## src/rtl/dmem_req_if.sv

```systemverilog
// MEM-stage port of the data-memory request engine: pipeline controls in, stall/misalign out,
// plus the valid/ack memory bus.
interface dmem_req_if;
    // Handshake: o_req rises the cycle after an accepted start and stays high with o_we, o_addr,
    // o_be and o_wdata held stable until a cycle in which i_ack is high. On a read, i_rdata is
    // valid in that ack cycle. o_req is low for at least one cycle before it rises again.
    // i_ack is ignored whenever o_req is low.
    logic        i_valid;
    logic        i_memRead;
    logic        i_memWrite;
    logic        i_isByte;
    logic        i_isHalf;
    logic [31:0] i_addr;
    logic [31:0] i_wdata;
    logic        o_stall;
    logic        o_misalign;
    logic        o_req;
    logic        o_we;
    logic [31:0] o_addr;
    logic [3:0]  o_be;
    logic [31:0] o_wdata;
    logic        i_ack;
    logic [31:0] i_rdata;
    logic [31:0] o_rdata;
    logic        o_bus_err;

    modport master (
        input  i_valid, i_memRead, i_memWrite, i_isByte, i_isHalf, i_addr, i_wdata,
        input  i_ack, i_rdata,
        output o_stall, o_misalign, o_req, o_we, o_addr, o_be, o_wdata, o_rdata, o_bus_err
    );

    modport slave (
        output i_valid, i_memRead, i_memWrite, i_isByte, i_isHalf, i_addr, i_wdata,
        output i_ack, i_rdata,
        input  o_stall, o_misalign, o_req, o_we, o_addr, o_be, o_wdata, o_rdata, o_bus_err
    );
endinterface

```

## src/rtl/dmem_req.sv

```systemverilog
// Data-memory request engine: word-aligned load/store requests with byte enables and stall.
// Define DMEM_TIMEOUT_EN to build the WAIT-state timeout; dbg_state: 0=IDLE 1=WAIT 2=RESP.
module dmem_req #(
    parameter int unsigned TIMEOUT_CYCLES = 255,
    parameter logic [31:0] ERR_DATA       = 32'hDEAD_BEEF
) (
    input  logic        clk,
    input  logic        rst,
    dmem_req_if.master  bus,
    output logic [1:0]  dbg_state
);
    typedef enum logic [1:0] {IDLE = 2'd0, WAIT = 2'd1, RESP = 2'd2} state_t;

    if (TIMEOUT_CYCLES < 1 || TIMEOUT_CYCLES > 65535) begin : g_bad_timeout
        $error("dmem_req: TIMEOUT_CYCLES must be in 1..65535");
    end

    state_t      state, state_next;
    logic [1:0]  a;
    logic        access, aligned, start, timeout;
    logic        stall, misalign;
    logic [3:0]  be_next;
    logic [31:0] wdata_next;
    logic        we_q;
    logic [31:0] addr_q, wdata_q, rdata_q;
    logic [3:0]  be_q;

    assign a      = bus.i_addr[1:0];
    assign access = bus.i_valid & (bus.i_memRead | bus.i_memWrite);
    assign start  = access & aligned;

    // Byte size wins if both size bits are set.
    always_comb begin
        aligned    = 1'b1;
        be_next    = 4'b1111;
        wdata_next = bus.i_wdata;
        if (bus.i_isByte) begin
            be_next    = 4'b0001 << a;
            wdata_next = {4{bus.i_wdata[7:0]}};
        end else if (bus.i_isHalf) begin
            aligned    = ~a[0];
            be_next    = a[1] ? 4'b1100 : 4'b0011;
            wdata_next = {2{bus.i_wdata[15:0]}};
        end else begin
            aligned    = (a == 2'b00);
        end
    end

    always_ff @(posedge clk or negedge rst) begin
        if (!rst) state <= IDLE;
        else      state <= state_next;
    end

    always_comb begin
        state_next = state;
        stall      = 1'b0;
        misalign   = 1'b0;
        case (state)
            IDLE: begin
                misalign = access & ~aligned;
                if (start) begin
                    stall      = 1'b1;
                    state_next = WAIT;
                end
            end
            WAIT: begin
                stall = 1'b1;
                if (bus.i_ack | timeout) state_next = RESP;
            end
            RESP:    state_next = IDLE;
            default: state_next = IDLE;
        endcase
    end

    always_ff @(posedge clk or negedge rst) begin
        if (!rst) begin
            we_q    <= 1'b0;
            addr_q  <= 32'd0;
            be_q    <= 4'd0;
            wdata_q <= 32'd0;
            rdata_q <= 32'd0;
        end else begin
            if (state == IDLE && start) begin
                we_q    <= bus.i_memWrite;
                addr_q  <= {bus.i_addr[31:2], 2'b00};
                be_q    <= be_next;
                wdata_q <= wdata_next;
            end
            // A real ack beats a timeout detected in the same cycle.
            if (state == WAIT) begin
                if (bus.i_ack) begin
                    if (!we_q) rdata_q <= bus.i_rdata;
                end else if (timeout) begin
                    rdata_q <= ERR_DATA;
                end
            end
        end
    end

`ifdef DMEM_TIMEOUT_EN
    localparam logic [15:0] LAST_WAIT = 16'(TIMEOUT_CYCLES - 1);
    logic [15:0] wait_cnt;

    // Counts WAIT cycles already spent without ack; zero on every entry to WAIT.
    always_ff @(posedge clk or negedge rst) begin
        if (!rst)                wait_cnt <= 16'd0;
        else if (state != WAIT)  wait_cnt <= 16'd0;
        else if (!bus.i_ack)     wait_cnt <= wait_cnt + 16'd1;
    end

    assign timeout       = (state == WAIT) & ~bus.i_ack & (wait_cnt == LAST_WAIT);
    assign bus.o_bus_err = timeout;
`else
    assign timeout       = 1'b0;
    assign bus.o_bus_err = 1'b0;
`endif

    assign bus.o_stall    = stall;
    assign bus.o_misalign = misalign;
    assign bus.o_req      = (state == WAIT);
    assign bus.o_we       = we_q;
    assign bus.o_addr     = addr_q;
    assign bus.o_be       = be_q;
    assign bus.o_wdata    = wdata_q;
    assign bus.o_rdata    = rdata_q;
    assign dbg_state      = state;
endmodule

```

## src/flat_wrapper.sv

```systemverilog
// flat-port wrapper written by rule: the top's interface ports become plain ports
module dmem_req_flat 
#(
    parameter int unsigned TIMEOUT_CYCLES = 255,
    parameter logic [31:0] ERR_DATA       = 32'hDEAD_BEEF
)
  (clk, rst, dbg_state, bus_i_valid, bus_i_memRead, bus_i_memWrite, bus_i_isByte, bus_i_isHalf, bus_i_addr, bus_i_wdata, bus_i_ack, bus_i_rdata, bus_o_stall, bus_o_misalign, bus_o_req, bus_o_we, bus_o_addr, bus_o_be, bus_o_wdata, bus_o_rdata, bus_o_bus_err);
  dmem_req_if bus_i ();
  input  logic clk;
  input  logic rst;
  output logic [1:0] dbg_state;
  input wire logic [$bits(bus_i.i_valid)-1:0] bus_i_valid;
  input wire logic [$bits(bus_i.i_memRead)-1:0] bus_i_memRead;
  input wire logic [$bits(bus_i.i_memWrite)-1:0] bus_i_memWrite;
  input wire logic [$bits(bus_i.i_isByte)-1:0] bus_i_isByte;
  input wire logic [$bits(bus_i.i_isHalf)-1:0] bus_i_isHalf;
  input wire logic [$bits(bus_i.i_addr)-1:0] bus_i_addr;
  input wire logic [$bits(bus_i.i_wdata)-1:0] bus_i_wdata;
  input wire logic [$bits(bus_i.i_ack)-1:0] bus_i_ack;
  input wire logic [$bits(bus_i.i_rdata)-1:0] bus_i_rdata;
  output wire logic [$bits(bus_i.o_stall)-1:0] bus_o_stall;
  output wire logic [$bits(bus_i.o_misalign)-1:0] bus_o_misalign;
  output wire logic [$bits(bus_i.o_req)-1:0] bus_o_req;
  output wire logic [$bits(bus_i.o_we)-1:0] bus_o_we;
  output wire logic [$bits(bus_i.o_addr)-1:0] bus_o_addr;
  output wire logic [$bits(bus_i.o_be)-1:0] bus_o_be;
  output wire logic [$bits(bus_i.o_wdata)-1:0] bus_o_wdata;
  output wire logic [$bits(bus_i.o_rdata)-1:0] bus_o_rdata;
  output wire logic [$bits(bus_i.o_bus_err)-1:0] bus_o_bus_err;
  assign bus_i.i_valid = bus_i_valid;
  assign bus_i.i_memRead = bus_i_memRead;
  assign bus_i.i_memWrite = bus_i_memWrite;
  assign bus_i.i_isByte = bus_i_isByte;
  assign bus_i.i_isHalf = bus_i_isHalf;
  assign bus_i.i_addr = bus_i_addr;
  assign bus_i.i_wdata = bus_i_wdata;
  assign bus_i.i_ack = bus_i_ack;
  assign bus_i.i_rdata = bus_i_rdata;
  assign bus_o_stall = bus_i.o_stall;
  assign bus_o_misalign = bus_i.o_misalign;
  assign bus_o_req = bus_i.o_req;
  assign bus_o_we = bus_i.o_we;
  assign bus_o_addr = bus_i.o_addr;
  assign bus_o_be = bus_i.o_be;
  assign bus_o_wdata = bus_i.o_wdata;
  assign bus_o_rdata = bus_i.o_rdata;
  assign bus_o_bus_err = bus_i.o_bus_err;
  dmem_req #(.TIMEOUT_CYCLES(TIMEOUT_CYCLES), .ERR_DATA(ERR_DATA)) u_core (.clk(clk), .rst(rst), .bus(bus_i), .dbg_state(dbg_state));
endmodule
```

## config.mk

```make
export PLATFORM = sky130hd
export DESIGN_NAME = dmem_req_flat
export DESIGN_NICKNAME = d
export VERILOG_FILES = /design/src/rtl/dmem_req_if.sv /design/src/rtl/dmem_req.sv /design/src/flat_wrapper.sv
export SDC_FILE = /design/constraint.sdc
export NUM_CORES = 1
export LEC_CHECK = 0
export ABC_AREA = 1
export CORE_UTILIZATION = 41
export DETAILED_ROUTE_END_ITERATION = 7
export PLACE_DENSITY = 0.8
export SLEW_MARGIN = 10
export SYNTH_ARGS = -nofsm -noshare
export SYNTH_HDL_FRONTEND = slang
export SYNTH_SLANG_ARGS = --single-unit
```

## constraint.sdc

```tcl
create_clock -name clk -period 1.4 [get_ports clk]
set_input_delay 0.28 -clock clk [delete_from_list [all_inputs] [get_ports clk]]
set_output_delay 0.28 -clock clk [all_outputs]
set_load 0.05 [all_outputs]
```

==> results.md <==
* Status: finished with violations
* Violated checks: negative setup slack
* Root Driver: clkbuf_8
* Critical Path Start Type: flip-flop
* Register area share after synthesis at 56.65%
* Top_reg_cell synth: dfrtp_1
* Largest cells by area after synthesis: dfrtp_1 57%, nand2_1 22%, nand3_1 6.7%, o21ai_0 4.5%, inv_1 3.2%
* Worst Hold Slack at 0.4476 ns
* Synth warn at 0
* Die Ht at 106.3 um
* M1 wire length at 6229 um
* Pleak at 4.316 nW
* Via/cell ratio at 5.118
* Starting Density at 42.83%
* Core box area at 10420 um^2
* Period utilisation layout at 118.0%
* Worst r2r src: u_core.dbg_state[0]
* Synth area leader: dfrtp_1
* Die Area at 11300 um^2
* GPL Wtd Cong at 0.8740
* Reg-to-Reg End: u_core.bus.o_rdata[14]
* Kind of critical path: flip-flop to output pin
* Yosys top cell area share at 56.65%
* Finish-stage setup viols at 65
* Filler cells at 609
* First-pass GRT wire length at 24690 um
* WL per Instance at 18.33 um
* Detailed Routing Iterations Pass 1 at 6
* Worst-skew pair later-pin latency at 0.36 ns
* Met3 WL post-DR at 1520 um
* Post-synth EDFFs at 0
* Post-Route WL at 17070 um
* Antenna-violating nets left at 0
* CP Max Fanout at 2
* Initial antenna violation count at 0
* Clk slew on worst S/H paths at 0.09 ns
* Adder-cell share of the synthesized area at 0%
* Layout cells sized above 1 at 24.28%
* Layout area overhead at 91.22%
* Largest net degree at the start of global routing at 65
* Chip Width at 106.3 um
* RSZ-0062 raised after global routing: true
* Mux cell area share after synthesis at 0%
* FMAX at 605.4 MHz
* Largest family of logic cells by synthesized area: simple AND/OR/NAND/NOR gates
* Layout Nets at 895
* Count leader, synth: nand2_1
* Post-synth ARST share at 100.0%
* Synth Instances at 557
* Dpl hpwl at 11090 um
* Vias at 4765
* Post-Syn Area at 4462 um^2
* Synth Area in XOR/XNOR at 0%
* Final Hold Vio Count at 0
* Final Cell Area at 8532 um^2
* Worst R2R Setup Slack at -0.23 ns
* Avg Inst Size Synth at 8.010 um^2
* Synth Area in Simple Gates at 30.59%
* Pre-CTS setup slack at -0.4311 ns
* DRC at 0
* I/O Pins at 211
* Final worst slack at -0.2519 ns
* GR Util All Layers at 28.51%
* Vias in the first global route at 4954
* Synth Area in Compound Gates at 4.823%
* Clk sinks at 101
* TritonCTS Buffers at 9
* Count of cell types in the netlist at 18
* Top sig layer: met4
* Clk_skew at 0.005541 ns
* Crit path required time at 1.12 ns
* Dpl cell area at 7900 um^2
* Crit end category: output pin
* Post-synthesis register bit count at 101
* Max-Cap Viols at 0
* Worst VDD drop at 1526 uV
* R2R depth at 9
* Row count at 37
* Arr. time, crit path at 1.37 ns
* Number of port buffers at 207
* Max Slew Vio Count at 0
* Diode count at 0
* Final Critical Period at 1.652 ns
* Met2 wire length at 8856 um
* Clock buffer depth at 2
* Commonest cells in the synthesized netlist: 265 x nand2_1, 101 x dfrtp_1, 60 x nand3_1
* Worst min path class: primary input to asynchronous set/reset pin
* PwrDens at 2186 nW/um^2
* Initial DRC Count at 262
* Gr ovfl total at 0
* H-tree levels at 3
* CP startpoint: u_core.dbg_state[1]
* CTS tree: built
area by class of cell:
class / count / area (um^2) / area share (%)
tap: 136 / 170.2 / 1.994
timing repair buffer: 255 / 3752 / 43.98
clock inverter: 6 / 112.6 / 1.320
sequential: 101 / 2530 / 29.65
clock buffer: 9 / 123.9 / 1.452
multi-input combinational: 382 / 1685 / 19.75
inverter: 42 / 157.7 / 1.848
state kept, by name, summed over array words and instances (netlist names):
register and count:
u_core.bus.o_addr 30, u_core.bus.o_be 4, u_core.dbg_state 2, u_core.bus.o_rdata 32, u_core.bus.o_we 1, u_core.bus.o_wdata 32
per-stage QoR:
step	utilization, %	instances	power (mW)	setup TNS, ns
after floorplan	-	559	9.828	-4.822
after global placement	75.84	898	15.77	-22.50
after detailed placement	75.84	898	16.08	-26.61
after CTS	79.88	922	18.43	-2.358
after global routing	81.91	931	19.34	-15.39
final	81.91	931	18.65	-8.521
cell usage in the layout, fill, tap and decap left out, types with 2 or more instances in the layout:
cell             netlist  final
buf_6                  2      5
dfrtp_2                0      2
clkbuf_16              0      5
dfrtp_1              101     99
nor2_1                 6      3
nor2_2                 2      2
dlygate4sd2_1          0      2
clkbuf_8               0      9
nand2_1              265    259
nand2_2                1      5
inv_2                  3      5
nand3_1               60     59
nor2_4                 0      3
buf_16                 0      5
o21ai_1                3     29
inv_1                 38     36
buf_4                  7     28
buf_12                 0    108
clkdlybuf4s50_1        0    100
o21ai_0               40     10
conb_1                 1      3
nand2_8                0      2
o21ai_2                0      4
bufinv_16              0      3
clkinvlp_4             0      3
power breakdown:
part / internal [mW] / switching, mW
Clock: 1.18 / 1.02
Sequential: 4.00 / 1.28
Combinational: 5.28 / 5.90
worst max-delay path, stage by stage, from the launching register on:
cell and delay [ns]:
dfrtp_2 0.42, nor2_2 0.12, nand3_2 0.09, inv_2 0.12
nand2_8 0.07, nand2_8 0.06, buf_12 0.13
metal layers:
metal / global-route usage (%) / up-vias
met3: 9.135 / 39
met4: 11.11 / 0
met1: 31.53 / 2303
met2: 50.60 / 241
met5: 0 / -
li1: - / 2182
worst max path at each step:
stage | end | slack [ns]
after floorplan | bus_o_stall | -0.19
after global placement | bus_o_stall | -0.35
after detailed placement | u_core.bus.o_addr[19] | -0.43
after CTS | bus_o_stall | -0.26
after global routing | bus_o_stall | -0.33
final | bus_o_stall | -0.25
what timing repair did:
action / in CTS / in global routing
setup buffers: 6 / 1
hold endpoints to repair: 101 / 0
endpoints found under the setup margin: 34 / 102
gates cloned: 3 / 8
hold buffers: 1 / 0
resized for setup: 14 / 12
pin swaps: 9 / 1
logic make-up (layout without fill, tap and decap cells):
kind of cell / after synthesis / in the layout
compound gates: 43 / 43
buf+inv: 76 / 312
flops: 101 / 101
other cells: 1 / 3
simple gates: 336 / 336
(Power assumes the default switching activity.)
